File: src/rtl/aes_arb_pkg.sv
// Shared types and constants for the AES core arbiter: FSM state encoding,
// enc/dec mode values and the default WAIT watchdog limit.
package aes_arb_pkg;

    typedef enum logic [1:0] {
        IDLE = 2'd0,
        SEND = 2'd1,
        WAIT = 2'd2,
        REL  = 2'd3
    } arb_state_t;

    localparam logic MODE_ENC = 1'b0;
    localparam logic MODE_DEC = 1'b1;

    localparam int DEFAULT_TIMEOUT_CYC = 64;

endpackage

File: src/rtl/rr_picker.sv
// Combinational round-robin selector: returns the first set request at or
// after rr_ptr, scanning circularly.
module rr_picker #(
    parameter int NUM_REQ = 2,
    parameter int IDXW    = (NUM_REQ > 1) ? $clog2(NUM_REQ) : 1
) (
    input  logic [NUM_REQ-1:0] req,
    input  logic [IDXW-1:0]    rr_ptr,
    output logic               found,
    output logic [IDXW-1:0]    idx
);

    int pos;

    // Scan from the farthest offset down so the nearest hit to rr_ptr wins.
    always_comb begin
        found = 1'b0;
        idx   = '0;
        pos   = 0;
        for (int off = NUM_REQ - 1; off >= 0; off--) begin
            pos = int'(rr_ptr) + off;
            if (pos >= NUM_REQ) begin
                pos = pos - NUM_REQ;
            end
            if (req[IDXW'(pos)]) begin
                found = 1'b1;
                idx   = IDXW'(pos);
            end
        end
    end

endmodule

File: src/rtl/aes_core_arbiter.sv
// Round-robin arbiter sharing one AES core between NUM_REQ requesters.
// Optional WAIT-state watchdog enabled by defining AES_ARB_TIMEOUT_EN.
module aes_core_arbiter
    import aes_arb_pkg::*;
#(
    parameter int NUM_REQ     = 2,
    parameter int IDXW        = (NUM_REQ > 1) ? $clog2(NUM_REQ) : 1,
    parameter int TIMEOUT_CYC = DEFAULT_TIMEOUT_CYC
) (
    input  logic               clk,
    input  logic               rst,
    input  logic [NUM_REQ-1:0] req,
    input  logic [NUM_REQ-1:0] req_mode,
    input  logic               aes_bz,
    input  logic               aes_rdy,
    output logic               aes_d_valid,
    output logic               aes_enc_dec,
    output logic [NUM_REQ-1:0] gnt,
    output logic [IDXW-1:0]    gnt_idx,
    output logic [NUM_REQ-1:0] done,
    output logic               err,
    output logic               arb_bz
);

    arb_state_t      state;
    arb_state_t      state_nxt;
    logic [IDXW-1:0] rr_ptr;
    logic [IDXW-1:0] pick_idx;
    logic            pick_found;
    logic            timeout_hit;
    logic            take_grant;
    logic            end_grant;

    rr_picker #(
        .NUM_REQ (NUM_REQ),
        .IDXW    (IDXW)
    ) u_picker (
        .req    (req),
        .rr_ptr (rr_ptr),
        .found  (pick_found),
        .idx    (pick_idx)
    );

`ifdef AES_ARB_TIMEOUT_EN
    localparam int CNTW = $clog2(TIMEOUT_CYC) + 1;

    logic [CNTW-1:0] wait_cnt;

    always_ff @(posedge clk or posedge rst) begin
        if (rst) begin
            wait_cnt <= '0;
        end else if (state == SEND) begin
            wait_cnt <= '0;
        end else if (state == WAIT) begin
            wait_cnt <= wait_cnt + CNTW'(1);
        end
    end

    assign timeout_hit = (state == WAIT) && (wait_cnt == CNTW'(TIMEOUT_CYC - 1));
`else
    assign timeout_hit = 1'b0;
`endif

    // aes_rdy is checked before the watchdog so a same-cycle result still completes.
    always_comb begin
        state_nxt   = state;
        aes_d_valid = 1'b0;
        done        = '0;
        err         = 1'b0;
        case (state)
            IDLE: begin
                if (pick_found && !aes_bz) begin
                    state_nxt = SEND;
                end
            end
            SEND: begin
                aes_d_valid = 1'b1;
                state_nxt   = WAIT;
            end
            WAIT: begin
                if (aes_rdy) begin
                    done      = gnt;
                    state_nxt = REL;
                end else if (timeout_hit) begin
                    err       = 1'b1;
                    state_nxt = REL;
                end
            end
            REL: begin
                state_nxt = IDLE;
            end
            default: begin
                state_nxt = IDLE;
            end
        endcase
    end

    assign take_grant = (state == IDLE) && (state_nxt == SEND);
    assign end_grant  = (state == WAIT) && (state_nxt == REL);
    assign arb_bz     = (state != IDLE);

    always_ff @(posedge clk or posedge rst) begin
        if (rst) begin
            state <= IDLE;
        end else begin
            state <= state_nxt;
        end
    end

    // Grant registers load on IDLE->SEND; rr_ptr moves past the finished requester on WAIT->REL.
    always_ff @(posedge clk or posedge rst) begin
        if (rst) begin
            gnt         <= '0;
            gnt_idx     <= '0;
            aes_enc_dec <= MODE_ENC;
            rr_ptr      <= '0;
        end else if (take_grant) begin
            gnt         <= {{(NUM_REQ-1){1'b0}}, 1'b1} << pick_idx;
            gnt_idx     <= pick_idx;
            aes_enc_dec <= req_mode[pick_idx];
        end else if (end_grant) begin
            gnt         <= '0;
            gnt_idx     <= '0;
            aes_enc_dec <= MODE_ENC;
            rr_ptr      <= (gnt_idx == IDXW'(NUM_REQ - 1)) ? '0 : gnt_idx + IDXW'(1);
        end
    end

endmodule

File: config.mk
export PLATFORM = sky130hd
export DESIGN_NAME = aes_core_arbiter
export DESIGN_NICKNAME = d
export VERILOG_FILES = /design/src/rtl/aes_arb_pkg.sv /design/src/rtl/rr_picker.sv /design/src/rtl/aes_core_arbiter.sv
export SDC_FILE = /design/constraint.sdc
export NUM_CORES = 1
export LEC_CHECK = 0
export ABC_AREA = 1
export CAP_MARGIN = 20
export CORE_MARGIN = 2
export CORE_UTILIZATION = 30
export CTS_BUF_LIST = sky130_fd_sc_hd__clkbuf_8 sky130_fd_sc_hd__clkbuf_16
export DETAILED_ROUTE_END_ITERATION = 8
export GPL_ROUTABILITY_DRIVEN = 0
export GPL_TIMING_DRIVEN = 0
export MAX_ROUTING_LAYER = met4
export PLACE_DENSITY = 0.68
export RECOVER_POWER = 25
export REMOVE_ABC_BUFFERS = 1
export SETUP_SLACK_MARGIN = 0.02
export SLEW_MARGIN = 20
export SYNTH_ARGS = -nofsm -noshare
export SYNTH_HDL_FRONTEND = slang
export SYNTH_SLANG_ARGS = --single-unit
File: constraint.sdc
create_clock -name clk -period 2.1 [get_ports clk]
set_clock_uncertainty 0.1 [all_clocks]
set_input_delay 0.42 -clock clk [delete_from_list [all_inputs] [get_ports clk]]
set_output_delay 0.42 -clock clk [all_outputs]
set_load 0.02 [all_outputs]
=== After elaboration in Yosys (flattened, before gate mapping) ===
Cells that the tools add are included.

* Add/subtract/negate cells: 4
* Multipliers: 0
* Div/mod/pow operators: 0
* Magnitude comparators: 5
* Equal/unequal tests: 5
* Shift-type cells: 1
* Muxes and demuxes: 24
* Bitwise operators: 1
* Reduce and logical (&&, ||, !) cells: 8

{| class="wikitable"
|+ Operator list
! cell !! count
|-
| $mux W1 || 17
|-
| $mux W2 || 6
|-
| $pmux W2 S4 || 1
|-
| $eq A2 B2 Y1 const B || 3
|-
| $lt A1 B3 Y1 const B || 2
|-
| $eq A2 B1 Y1 const B || 2
|-
| $reduce_bool A2 Y1 || 2
|-
| $logic_and A1 B1 Y1 || 3
|-
| $add A1 B1 Y2 const B || 1
|-
| $ge A1 B2 Y1 const B || 1
|-
| $ge A2 B2 Y1 const B || 1
|-
| $logic_not A2 Y1 || 1
|-
| $lt A1 B2 Y1 const B || 1
|-
| $reduce_and A2 Y1 || 1
|-
| $shl A1 B1 Y2 const A || 1
|-
| $sub A1 B1 Y1 const B || 2
|-
| $add A1 B1 Y1 const B || 1
|-
| $logic_not A1 Y1 || 1
|-
| $not A1 Y1 || 1
|}

* Register bits: 7
* Bits in latches: 0
* Bits in writable memories: 0
* ROM bits: 0
* Bits of input ports: 8
* Output and inout port bits: 9
* Memories: 0

=== Depth between registers and ports, before layout ===
* Depth in word-level cells: 15
* Mapped depth: 9
* Depth with buffers taken out: 9

=== Modules after synthesis ===
Synthesis repeated with hierarchy kept, for this count alone.

* Cell total of the unflattened synthesis: 54
* Area total of the unflattened synthesis: 362.8 um2

{| class="wikitable"
|+ Modules (own cells, without submodules)
! module !! times used !! cells each !! area an instance (um2)
|-
| aes_core_arbiter || 1 || 51 || 347.8
|-
| rr_picker || 1 || 3 || 15.0
|}

=== Worst setup path before layout ===
Ideal clock, no wire load.

* Path type: register to output
* Start point: reg state[0]
* End point: out done[0]
* Data arrival time: 1,044 ps
* Required time: 1,580 ps
* Setup slack: 536 ps
* Cell stages (with the launch flop): 5
* Buffers on the path: 0
* Path through: dfrtp_1 -> inv_1 -> ha_1 -> nand2_2 -> nor2_1

* Cells in the longest elaborated chain, start to end: 2

{| class="wikitable"
|+ RTL lines
! what !! RTL line !! text
|-
| start, declared || aes_core_arbiter.sv:25 || <nowiki>arb_state_t state;</nowiki>
|-
| start signal, assigned || aes_core_arbiter.sv:106 || <nowiki>state <= state_nxt;</nowiki>
|-
| $eq A2 B2 Y1 || aes_core_arbiter.sv:70 || <nowiki>case (state)</nowiki>
|-
| $mux W2 || aes_core_arbiter.sv:70 ||
|-
| end, declared || aes_core_arbiter.sv:20 || <nowiki>output logic [NUM_REQ-1:0] done,</nowiki>
|}

No other way between the ends.

=== Worst setup path after layout ===
Ends and elaborated chain as after synthesis.

==> flow_summary.json <==
{
  "clkLatencyLatePin_ps": 220,
  "critPathBufInv": 2,
  "final.setup.tns_ps": 0,
  "fin_total_pwr_mw": 0.899,
  "r2r_cells": 6,
  "switching_share_pct": 44.1,
  "pre_cts_slack_ps": -93.0,
  "final_cells": 81,
  "grt_pass1_wl_um": 1100,
  "vias": 341,
  "worst_ep_required_time_ps": 1580,
  "min_from": "rr_ptr",
  "power.share.sequential_pct": 24.2,
  "dpl-instance-area_sq_um": 551,
  "worstPathCellList": "inv_1 > ha_1 > nand2_2 > nor2_1 > dlygate4sd2_1",
  "clock_path_buffers": 2,
  "r2r-start": "state[0]",
  "clock-sinks": 6,
  "die_h_um": 40.8,
  "whs_path_depth": 2,
  "crit_fanout": 4,
  "netlist_top_cells_count": "10 x nand2_1, 9 x inv_1, 7 x nand3_1",
  "yosysMostFrequentCell": "nand2_1",
  "clkPwrFrac_pct": 18.9,
  "critPathTopFamily": "buffers and inverters",
  "hpwl_um": 566,
  "ir_drop_uv": 676,
  "final_nets": 80,
  "finalCritPeriodShare_pct": 93.7,
  "die_w_um": 40.8,
  "fmax_mhz": 508,
  "initial_core_util_pct": 31.6,
  "first_global_vias": 288,
  "rsz0062_at_grt": "false",
  "antenna_found_initial": 0,
  "finalHoldViolCount": 0,
  "grt_use_total_pct": 10.1,
  "wl_um": 711,
  "async_flop_share_pct": 100,
  "path_clk_slew_ps": 40,
  "cts_inserted_buffers": 3,
  "ys_ff_latch": 6,
  "dr.pass1.iters": 2,
  "design.die.area_sq_um": 1670,
  "maxCapViolCount": 0,
  "status": "finished, final reports clean",
  "crit_type": "register to output pin",
  "timing.rr.end": "aes_enc_dec",
  "wire_per_inst_um": 8.78,
  "crit_path_max_incr_delay_ps": 410,
  "drcViolationCount": 0,
  "endpoint_kind": "output pin",
  "hp-class": "register to register",
  "drt_iter0_drc": 2,
  "fin_util_pct": 45.8,
  "synth_top_area_share_pct": 36.9,
  "synth_seq_area_share_pct": 36.9,
  "synthToLayoutAreaGrowth_pct": 44.6,
  "r2r_setup_slack_ps": 590,
  "p_sw_mw": 0.397,
  "crit_slowest_cell": "dfrtp_1",
  "setup_ws_ps": 131,
  "postCtsHoldBufs": 0,
  "antennaDiodeCount": 0,
  "grt-ovfl-total": 0,
  "p_leak_nw": 0.306,
  "fin_crit_ps": 1970,
  "cts-root-buf": "clkbuf_8",
  "dp.cells": 78,
  "portBuffers": 14,
  "final_cell_area_sq_um": 588,
  "grt_start_max_net_pins": 7,
  "netlist_area_sq_um": 407,
  "yosys_warnings": 0,
  "drv_slew": 0,
  "synth_area_leaders": "dfrtp_1 37%, ha_1 12%, nand2_1 9.2%, nand3_1 8.6%, inv_1 8.3%",
  "synth_ff_type": "dfrtp_1",
  "drive_gt1_share_pct": 16.7,
  "ant_nets": 0,
  "rows": 13,
  "setup_viol": 0,
  "p_int_mw": 0.503,
  "syn_inst": 51,
  "avgSynthCellArea_sq_um": 7.97,
  "synth.largest_area_cell": "dfrtp_1",
  "combPwrFrac_pct": 57.0,
  "ios": 17,
  "power.density_nw_per_um2": 1530,
  "cts_tree": "yes",
  "hold_ws_ps": 420,
  "hold_end": "rr_ptr",
  "htreeDepth": 1,
  "cp.arrival_ps": 1450,
  "viasPerCell": 4.21,
  "critPathLaunchType": "register",
  "synth_edf_count": 0,
  "core_area_sq_um": 1280,
  "synth_cell_types": 15
}
[cells by family after synthesis]
| logic type | share of synthesized area (%) |
|---|---|
| adder cells (fa/ha/maj) | 12.3 |
| flip-flops | 36.9 |
| other | 0.922 |
| AO/OA/AOI/OAI | 1.23 |
| buffers and inverters | 13.2 |
| AND/OR/NAND/NOR | 35.4 |
[registers in the layout (all words and copies together), names as in the netlist]
name and count:
aes_enc_dec 1, rr_ptr 1, state 2, gnt 2
[layout by cell type (no fill, tap or decap)]
cell type        Yosys  layout
clkbuf_8             0       3
nor2_1               2       2
inv_1                9       9
ha_1                 4       4
nor2_2               1       1
clkdlybuf4s50_1      0      10
dlygate4sd3_1        0       1
dfrtp_1              6       6
nand3_1              7       7
nand3_2              2       2
nor2_4               1       1
nand3b_1             1       1
clkinv_2             1       1
dlygate4sd2_1        0       3
nand2_1             10      10
o21ai_1              1       1
nand2_2              3       3
conb_1               1       1
[final cells by class]
type	count	area [sq um]
clock buffers	3	41.3
fillers	126	697
inverters	10	38.8
multi-input cells	33	203
flip-flops and latches	6	150
well taps	15	18.8
repair buffers	14	136
[tightest hold or removal path, stage by stage (launching register included)]
cell and delay (ps):
dfrtp_1 350, nand2_1 60, o21ai_1 70
[timing repair]
action,in CTS,in global routing
hold endpoints to repair,0,0
buffers inserted,0,0
gates resized for setup,3,0
setup endpoints to repair,3,0
[layer usage]
metal,up-vias,share of wire (%),track usage (%)
li1,181,-,-
met1,149,44,12.0
met2,11,50,17.6
met3,0,6.0,1.63
met4,0,0,2.50
met5,-,0,-
[power groups by stage]
stage	combinational [mW]	sequential [mW]	clock, mW
6_report	0.512	0.217	0.170
5_1_grt	0.570	0.227	0.176
4_1_cts	0.522	0.218	0.171
3_5_place_dp	0.527	0.219	0
3_3_place_gp	0.520	0.219	0
2_1_floorplan	0.320	0.253	0
[how the worst max path moves through the flow]
| stage | startpoint | endpoint | slack, ps | cells past startpoint |
|---|---|---|---|---|
| floorplan | state[0] | done[0] | 540 | 4 |
| global placement | aes_rdy | done[1] | -100 | 4 |
| detailed placement | aes_rdy | done[0] | -90 | 4 |
| CTS | state[0] | done[0] | 110 | 5 |
| global route | state[0] | done[1] | 40 | 5 |
| finish | state[0] | done[0] | 130 | 5 |
Note: power is estimated with default switching activity, not from simulation.
